### src/rtl/instr_fetch_unit.sv
// Instruction fetch unit: drives pc/iread to the icache, captures returned words
// into a one-entry buffer, and handles redirects, including ones that arrive mid-miss.
module instr_fetch_unit #(
    parameter logic [31:0] PC_RESET  = 32'h00000000,
    parameter int          CNT_WIDTH = 16
) (
    input  logic                 clk,
    input  logic                 reset,
    input  logic                 ibusywait,
    input  logic [31:0]          instruction,
    input  logic                 stall,
    input  logic                 redirect,
    input  logic [31:0]          redirect_pc,
    output logic [31:0]          pc,
    output logic                 iread,
    output logic [31:0]          instr_out,
    output logic                 instr_valid,
    output logic [CNT_WIDTH-1:0] fetch_count
);

    typedef enum logic [1:0] {
        S_IDLE  = 2'd0,
        S_FETCH = 2'd1,
        S_HOLD  = 2'd2
    } state_t;

    localparam logic [CNT_WIDTH-1:0] CNT_ONE = {{(CNT_WIDTH-1){1'b0}}, 1'b1};
    localparam logic [CNT_WIDTH-1:0] CNT_MAX = {CNT_WIDTH{1'b1}};

    state_t               state_q, state_d;
    logic [31:0]          pc_q, pc_d;
    logic                 iread_q, iread_d;
    logic [31:0]          instr_out_q, instr_out_d;
    logic                 instr_valid_q, instr_valid_d;
    logic [CNT_WIDTH-1:0] fetch_count_q, fetch_count_d;
    logic                 pend_q, pend_d;
    logic [31:0]          pend_pc_q, pend_pc_d;
    logic [31:0]          target;

    assign target = {redirect_pc[31:2], 2'b00};

    always_comb begin
        state_d       = state_q;
        pc_d          = pc_q;
        iread_d       = iread_q;
        instr_out_d   = instr_out_q;
        instr_valid_d = instr_valid_q;
        fetch_count_d = fetch_count_q;
        pend_d        = pend_q;
        pend_pc_d     = pend_pc_q;

        case (state_q)
            S_IDLE: begin
                state_d = S_FETCH;
                iread_d = 1'b1;
                if (redirect) begin
                    pc_d          = target;
                    instr_valid_d = 1'b0;
                end
            end
            S_FETCH: begin
                if (ibusywait) begin
                    // pc must stay put during a miss; remember the redirect for later.
                    if (redirect) begin
                        pend_d        = 1'b1;
                        pend_pc_d     = target;
                        instr_valid_d = 1'b0;
                    end
                end else if (redirect) begin
                    pc_d          = target;
                    instr_valid_d = 1'b0;
                    pend_d        = 1'b0;
                end else if (pend_q) begin
                    pc_d   = pend_pc_q;
                    pend_d = 1'b0;
                end else begin
                    instr_out_d   = instruction;
                    instr_valid_d = 1'b1;
                    if (fetch_count_q != CNT_MAX) begin
                        fetch_count_d = fetch_count_q + CNT_ONE;
                    end
                    if (stall) begin
                        state_d = S_HOLD;
                        iread_d = 1'b0;
                    end else begin
                        pc_d = pc_q + 32'd4;
                    end
                end
            end
            S_HOLD: begin
                if (redirect) begin
                    pc_d          = target;
                    instr_valid_d = 1'b0;
                    iread_d       = 1'b1;
                    state_d       = S_FETCH;
                end else if (!stall) begin
                    pc_d    = pc_q + 32'd4;
                    iread_d = 1'b1;
                    state_d = S_FETCH;
                end
            end
            default: begin
                state_d = S_IDLE;
                iread_d = 1'b0;
            end
        endcase
    end

    always_ff @(posedge clk) begin
        if (reset) begin
            state_q       <= S_IDLE;
            pc_q          <= PC_RESET;
            iread_q       <= 1'b0;
            instr_out_q   <= 32'h0;
            instr_valid_q <= 1'b0;
            fetch_count_q <= '0;
            pend_q        <= 1'b0;
            pend_pc_q     <= 32'h0;
        end else begin
            state_q       <= state_d;
            pc_q          <= pc_d;
            iread_q       <= iread_d;
            instr_out_q   <= instr_out_d;
            instr_valid_q <= instr_valid_d;
            fetch_count_q <= fetch_count_d;
            pend_q        <= pend_d;
            pend_pc_q     <= pend_pc_d;
        end
    end

    assign pc          = pc_q;
    assign iread       = iread_q;
    assign instr_out   = instr_out_q;
    assign instr_valid = instr_valid_q;
    assign fetch_count = fetch_count_q;

endmodule

### config.mk
export PLATFORM = sky130hd
export DESIGN_NAME = instr_fetch_unit
export DESIGN_NICKNAME = d
export VERILOG_FILES = /design/src/rtl/instr_fetch_unit.sv
export SDC_FILE = /design/constraint.sdc
export NUM_CORES = 1
export LEC_CHECK = 0
export BUFFER_PORTS_ARGS = -buffer_cell sky130_fd_sc_hd__buf_2
export CAP_MARGIN = 30
export CORE_ASPECT_RATIO = 1.2
export CORE_MARGIN = 8
export CORE_UTILIZATION = 50
export DETAILED_ROUTE_END_ITERATION = 8
export GPL_TIMING_DRIVEN = 0
export PLACE_DENSITY = 0.76
export SKIP_CTS_REPAIR_TIMING = 1
export SLEW_MARGIN = 20
export SYNTH_ARGS = -nofsm -noshare
export SYNTH_HDL_FRONTEND = slang
export SYNTH_SLANG_ARGS = --single-unit
export TNS_END_PERCENT = 100
### constraint.sdc
create_clock -name clk -period 3.45 [get_ports clk]
set_clock_uncertainty 0.2 [all_clocks]
set_input_delay 0.69 -clock clk [delete_from_list [all_inputs] [get_ports clk]]
set_output_delay 0.69 -clock clk [all_outputs]
set_load 0.1 [all_outputs]
==> results of run 1 <==
-- cell type report --
type / count / share of cell area, %
clock inverter: 13 / 2.29
sequential: 113 / 30.8
multi-input combinational: 582 / 45.1
timing repair buffer: 144 / 9.82
buffer: 51 / 2.78
tap: 157 / 2.68
inverter: 10 / 0.512
clock buffer: 18 / 5.99
-- logic make-up after synthesis --
group / count (synthesis)
simple gates: 335
flops: 113
other cells: 1
mux: 5
xor+xnor: 25
buf+inv: 61
fa+ha+maj: 6
compound gates: 209
-- path summary, 6_finish.rpt --
path	from	end	slack (ns)	cells after the start
max	state_q[1]	pc[26]	0.29	7
min reg2reg	instr_out[16]	instr_out[16]	0.25	2
min	instr_out[16]	instr_out[16]	0.25	2
max reg2reg	state_q[1]	pc[26]	0.29	7
-- tightest hold or removal path: cells and delay by family, from the launching register on --
family          cells  cell delay (ns)
flops               1             0.30
simple gates        1             0.05
compound gates      1             0.05
-- stage by stage --
stage	hold slack [ns]	setup slack, ns	area (um2)	total power, W	cells
detailed placement	0.243	0.177	6720	0.00509	1057
CTS	0.251	0.301	7330	0.00691	1088
floorplan	0.233	0.444	5810	0.00434	756
global route	0.266	0.0931	7340	0.00722	1088
finish	0.248	0.289	7340	0.00697	1088
global placement	0.239	0.201	6720	0.00507	1057
-- power by group through the flow --
stage / combinational (W) / clock [W] / sequential (W)
finish: 0.00332 / 0.00182 / 0.00183
global route: 0.00347 / 0.00189 / 0.00187
CTS: 0.00326 / 0.00183 / 0.00182
detailed placement: 0.00325 / 0 / 0.00184
global placement: 0.00323 / 0 / 0.00184
floorplan: 0.00123 / 0 / 0.00311
-- registers in the layout, indices dropped and copies added (netlist names) --
register and cells:
fetch_count 16, iread 1, instr_valid 1, state_q 2, pc 30, pend_pc_q 30, pend_q 1, instr_out 32
-- synthesized netlist by cell type, types with 6 or more instances --
| master | instances |
|---|---|
| nand2b_1 | 11 |
| a21oi_1 | 92 |
| nand3_1 | 19 |
| a211oi_1 | 16 |
| o211ai_1 | 7 |
| xor2_1 | 10 |
| xnor2_1 | 15 |
| ha_1 | 6 |
| nand4_1 | 12 |
| inv_1 | 8 |
| a2111oi_0 | 7 |
| nand4b_1 | 6 |
| clkbuf_1 | 41 |
| o21ai_0 | 16 |
| dfxtp_1 | 113 |
| nor3_1 | 18 |
| nor4_1 | 13 |
| nor2_1 | 54 |
| a221oi_1 | 24 |
| nand2_1 | 162 |
-- metal layers --
layer	part of all wire [%]	routed length, um	global-route usage, %
met3	10	2050	8.23
met1	39	7950	30.0
met4	3.9	794	15.0
met5	0	0	0
met2	47	9490	42.8
==> summary.md, run 1 <==
| Metric | Value |
|---|---|
| Final core occ | 64.0% |
| Synthesized cell area | 0.00580 mm2 |
| Die Area | 0.0153 mm2 |
| # fillers | 1042 |
| # DRC | 0 |
| Vias in the first global route | 6292 |
| Largest family of logic cells by synthesized area | simple AND/OR/NAND/NOR gates |
| Setup tns final | 0 ns |
| Initial Utilization | 50.6% |
| Compound-Gate Fraction of Synth Area | 23.7% |
| Dpl hpwl | 14300 um |
| Top post-synthesis cells by area | dfxtp_1 39%, nand2_1 10%, a21oi_1 7.9% |
| Setup CP Type | flop to flop |
| Distinct cell type count after synthesis | 68 |
| Slowest-stage cell, CP | nor2_1 |
| IO buf count | 144 |
| Number of synthesized flops with an enable pin | 0 |
| Final Max Slew Viols | 0 |
| Ports | 151 |
| Most frequent cells in the layout | 162 x nand2_1, 147 x buf_2, 113 x dfxtp_1, 92 x a21oi_1, 54 x nor2_1 |
| Top cell type's share of synthesized area | 39.0% |
| Proportion of synthesized area in mux cells | 0.906% |
| Max FO, Critical Path | 10 |
| Core area | 0.0115 mm2 |
| Synth Register Bits | 113 |
| GP Congestion | 0.941 |
| CTS clock-pin slew for the worst setup and hold paths | 0.05 ns |
| Most common cell after layout, fill and taps aside | nand2_1 |
| CTS tree | yes |
| Routed Antenna Nets | 0 |
| Fmax achieved | 316 MHz |
| Multi-input gate area | 0.00331 mm2 |
| Share of layout cells above drive strength 1 | 20.7% |
| VDD IR-drop max | 0.498 mV |
| Buf/Inv on CP | 2 |
| Outcome | finished, final reports clean |
| Clk sink count | 113 |
| NetSw | 0.00349 W |
| Final hold vios | 0 |
| H-tree depth | 4 |
| Worst Setup Start Kind | flop |
| Clock Latency Late Sink | 0.41 ns |
| Post-synthesis adder-cell area fraction | 1.29% |
| RSZ-0062 raised after global routing | no |
| Critical Path, Cell by Cell | inv_1 > ha_1 > clkbuf_1 > nand2_1 > nor2_1 > a221oi_1 > o311ai_0 |
| Max cap viols | 0 |
| Sequential group share of total power | 26.3% |
| Clock group share of total power | 26.1% |
| Post-synthesis simple-gate area fraction | 27.1% |
| Post-Synth XOR/XNOR Area | 3.77% |
| CP arrival | 3.25 ns |
| Total of warnings raised by yosys | 0 |
| Total CTS buffers | 17 |
| Top delay family on crit path | simple AND/OR/NAND/NOR gates |
| Area occupied by registers | 0.00226 mm2 |
| Root Buffer Master | clkbuf_16 |
| LEAKAGE | 2.87 nW |
| Seq/Total Area, Yosys | 39.0% |
| First-pass GRT wire length | 31800 um |
| Hold/Removal Path Class | flop to flop |
| Worst setup EP type | flop |
| Total number of vias | 6441 |
| Largest area contributor in the netlist | dfxtp_1 |
| Post-DR vias/cell | 5.92 |
| Die W | 114 um |
| Slew of the pin with the lowest slew margin | 0.987 ns |
| Asr flop ratio synth | 0% |
| Routed Wire Length | 20300 um |
| # diodes | 0 |
| First drt pass iteration count | 7 |
| Syn Area/Cell | 7.69 um2 |
| Period utilization | 91.6% |
| Endpoints failing setup | 0 |
| Largest net degree at the start of global routing | 17 |
| Die H | 134 um |
| Int Pwr | 0.00348 W |
| Combinational Power Share | 47.6% |
| GRT Resource Usage Total | 26.3% |
| Top FF cell, synth | dfxtp_1 |
| Row count | 43 |
| Critical path required time | 3.54 ns |
| CTS max path bufs | 2 |
| Antenna violations before repair | 0 |
| Relative slew slack | 33.6% |
| DRT iter0 DRCs | 588 |
| Worst path max stage delay | 0.76 ns |
| Synth Instances | 755 |
| Cell Pwr Density | 950 mW/mm2 |
| Tmin final | 3.16 ns |
| Detail-routed net length per standard cell | 18.7 um |
| Nets | 994 |
| Switching fraction of total power | 50.0% |
| Overflow left after global routing | 0 |
| Area Overhead vs Synth | 26.4% |
Note: power is estimated with default switching activity, not from simulation.
==> inputs of run 2 (changes only) <==
--- a/config.mk
+++ b/config.mk
@@ -12,7 +12,7 @@
 export CORE_UTILIZATION = 50
 export DETAILED_ROUTE_END_ITERATION = 8
 export GPL_TIMING_DRIVEN = 0
-export PLACE_DENSITY = 0.76
+export PLACE_DENSITY = 0.87
 export SKIP_CTS_REPAIR_TIMING = 1
 export SLEW_MARGIN = 20
 export SYNTH_ARGS = -nofsm -noshare
==> run 2 against run 1 <==
Effect of this change: via count up 3.4%; sequential power is essentially flat; critical path depth is the same; largest power group unchanged; combinational power barely moved; setup slack lost 0.020 ns; sequential share of layout area hardly changed; global-route usage is 0.21 points lower; highest routed layer unchanged; routed wire length grew 1.2%; first-iteration DRC count rose by 30%; utilization about the same.
==> summary.md, run 2 (synthesis gave the netlist of run 1 again) <==
| Metric | Value |
|---|---|
| Outcome | finished, final reports clean (unchanged) |
| CTS max path bufs | 2 (unchanged) |
| Cell Pwr Density | 950 mW/mm2 (about the same) |
| Die H | 134 um (unchanged) |
| Core area | 0.0115 mm2 (unchanged) |
| GP Congestion | 0.977 (was 0.941) |
| Post-DR vias/cell | 6.10 (was 5.92) |
| Overflow left after global routing | 0 (unchanged) |
| Critical Path, Cell by Cell | inv_1 > ha_1 > a211oi_1 > clkbuf_1 > clkbuf_1 > nor2_1 > a311oi_1 (was inv_1 > ha_1 > clkbuf_1 > nand2_1 > nor2_1 > a221oi_1 > o311ai_0) |
| Final Max Slew Viols | 0 (unchanged) |
| Detail-routed net length per standard cell | 18.8 um (was 18.7 um) |
| Worst setup EP type | flop (unchanged) |
| Share of layout cells above drive strength 1 | 20.8% (was 20.7%) |
| CTS tree | yes (unchanged) |
| Nets | 996 (was 994) |
| Die Area | 0.0153 mm2 (unchanged) |
| Largest net degree at the start of global routing | 17 (unchanged) |
| Worst path max stage delay | 0.63 ns (was 0.76 ns) |
| Endpoints failing setup | 0 (unchanged) |
| # diodes | 0 (unchanged) |
| Ports | 151 (unchanged) |
| Vias in the first global route | 6360 (was 6292) |
| Worst Setup Start Kind | flop (unchanged) |
| H-tree depth | 4 (unchanged) |
| Row count | 43 (unchanged) |
| Slowest-stage cell, CP | a211oi_1 (was nor2_1) |
| Initial Utilization | 50.6% (unchanged) |
| Die W | 114 um (unchanged) |
| Clock Latency Late Sink | 0.41 ns (about the same) |
| Total number of vias | 6659 (was 6441) |
| Tmin final | 3.18 ns (was 3.16 ns) |
| Setup CP Type | flop to flop (unchanged) |
| Antenna violations before repair | 0 (unchanged) |
| IO buf count | 144 (unchanged) |
| Dpl hpwl | 14200 um (was 14300 um) |
| Routed Antenna Nets | 0 (unchanged) |
| GR Util met3 | 7.82% (was 8.23%) |
| Slew of the pin with the lowest slew margin | 0.912 ns (was 0.987 ns) |
| Root Buffer Master | clkbuf_16 (unchanged) |
| Fmax achieved | 314 MHz (was 316 MHz) |
| Most common cell after layout, fill and taps aside | nand2_1 (unchanged) |
| Max FO, Critical Path | 10 (unchanged) |
| Top delay family on crit path | buffers and inverters (was simple AND/OR/NAND/NOR gates) |
| RSZ-0062 raised after global routing | no (unchanged) |
| Total CTS buffers | 17 (unchanged) |
| Setup tns final | 0 ns (unchanged) |
| GRT Resource Usage Total | 26.1% (was 26.3%) |
| Period utilization | 92.2% (was 91.6%) |
| CP arrival | 3.28 ns (was 3.25 ns) |
| DRT iter0 DRCs | 765 (was 588) |
| VDD IR-drop max | 0.574 mV (was 0.498 mV) |
| CTS clock-pin slew for the worst setup and hold paths | 0.05 ns (about the same) |
| Max cap viols | 0 (unchanged) |
| CP most frequent cell | clkbuf_1 |
| Area Overhead vs Synth | 26.5% (was 26.4%) |
| Largest register FFs | 32 (unchanged) |
| LEAKAGE | 2.87 nW (about the same) |
| Most frequent cells in the layout | 162 x nand2_1, 147 x buf_2, 113 x dfxtp_1, 92 x a21oi_1, 54 x nor2_1 (unchanged) |
| Hold/Removal Path Class | flop to flop (unchanged) |
| First-pass GRT wire length | 31700 um (was 31800 um) |
| GRT busiest layer | met2 (unchanged) |
| # fillers | 1042 (unchanged) |
| Clk sink count | 113 (unchanged) |
| Critical path required time | 3.55 ns (was 3.54 ns) |
| Final hold vios | 0 (unchanged) |
| Buf/Inv on CP | 3 (was 2) |
| # DRC | 0 (unchanged) |
| Tot Pwr | 0.00698 W (was 0.00697 W) |
| Met2 Track Usage GR | 43.3% (was 42.8%) |
| Relative slew slack | 39.0% (was 33.6%) |
| Routed Wire Length | 20500 um (was 20300 um) |
| First drt pass iteration count | 6 (was 7) |
| Met1 Use GR | 28.6% (was 30.0%) |
-- run 2: worst register-to-register path, cell delays in order, from the launching register on --
cell      delay (ns)
dfxtp_1         0.40
inv_1           0.09
ha_1            0.27
a211oi_1        0.63
clkbuf_1        0.52
clkbuf_1        0.55
nor2_1          0.11
a311oi_1        0.31
-- run 2: area by class of cell --
cell class / count / area, um2 / share of cell area, %
well taps: 157 / 196 / 2.68
multi-input cells: 582 / 3300 / 45.0
plain buffers: 51 / 204 / 2.78
clock buffers: 21 / 470 / 6.41
repair buffers: 146 / 731 / 9.96
inverters: 10 / 37.5 / 0.511
flip-flops and latches: 113 / 2260 / 30.8
clock inverters: 11 / 135 / 1.84
-- run 2: per-layer routing --
layer | up-vias | routed length (um)
met1 | 3013 | 7340
met2 | 472 | 9670
met5 | - | 0
met3 | 109 | 2500
met4 | 0 | 1030
li1 | 3065 | -
-- run 2: path summary, 6_finish.rpt --
kind / from / end / slack [ns] / depth (start not counted)
worst max-delay path: state_q[1] / pc[16] / 0.27 / 7
worst min-delay path: instr_out[25] / instr_out[25] / 0.25 / 2
worst max register to register: state_q[1] / pc[16] / 0.27 / 7
worst min register to register: instr_out[25] / instr_out[25] / 0.25 / 2
-- run 2: per-stage QoR --
step	setup WS [ns]	instance area, um2	cells	hold WS [ns]	util (%)
CTS	0.247	7330	1089	0.251	64.0
global placement	0.301	6720	1057	0.238	58.7
global route	0.0230	7340	1091	0.272	64.0
finish	0.268	7340	1091	0.248	64.0
floorplan	0.444	5810	756	0.233	-
detailed placement	0.251	6720	1057	0.244	58.7
-- run 2: report_power, final --
| part | switching (W) | leakage [nW] | internal (W) |
|---|---|---|---|
| clock network | 0.000617 | 0.298 | 0.00118 |
| logic | 0.00259 | 1.65 | 0.000734 |
| registers | 0.000309 | 0.920 | 0.00154 |
| total | 0.00352 | 2.87 | 0.00345 |
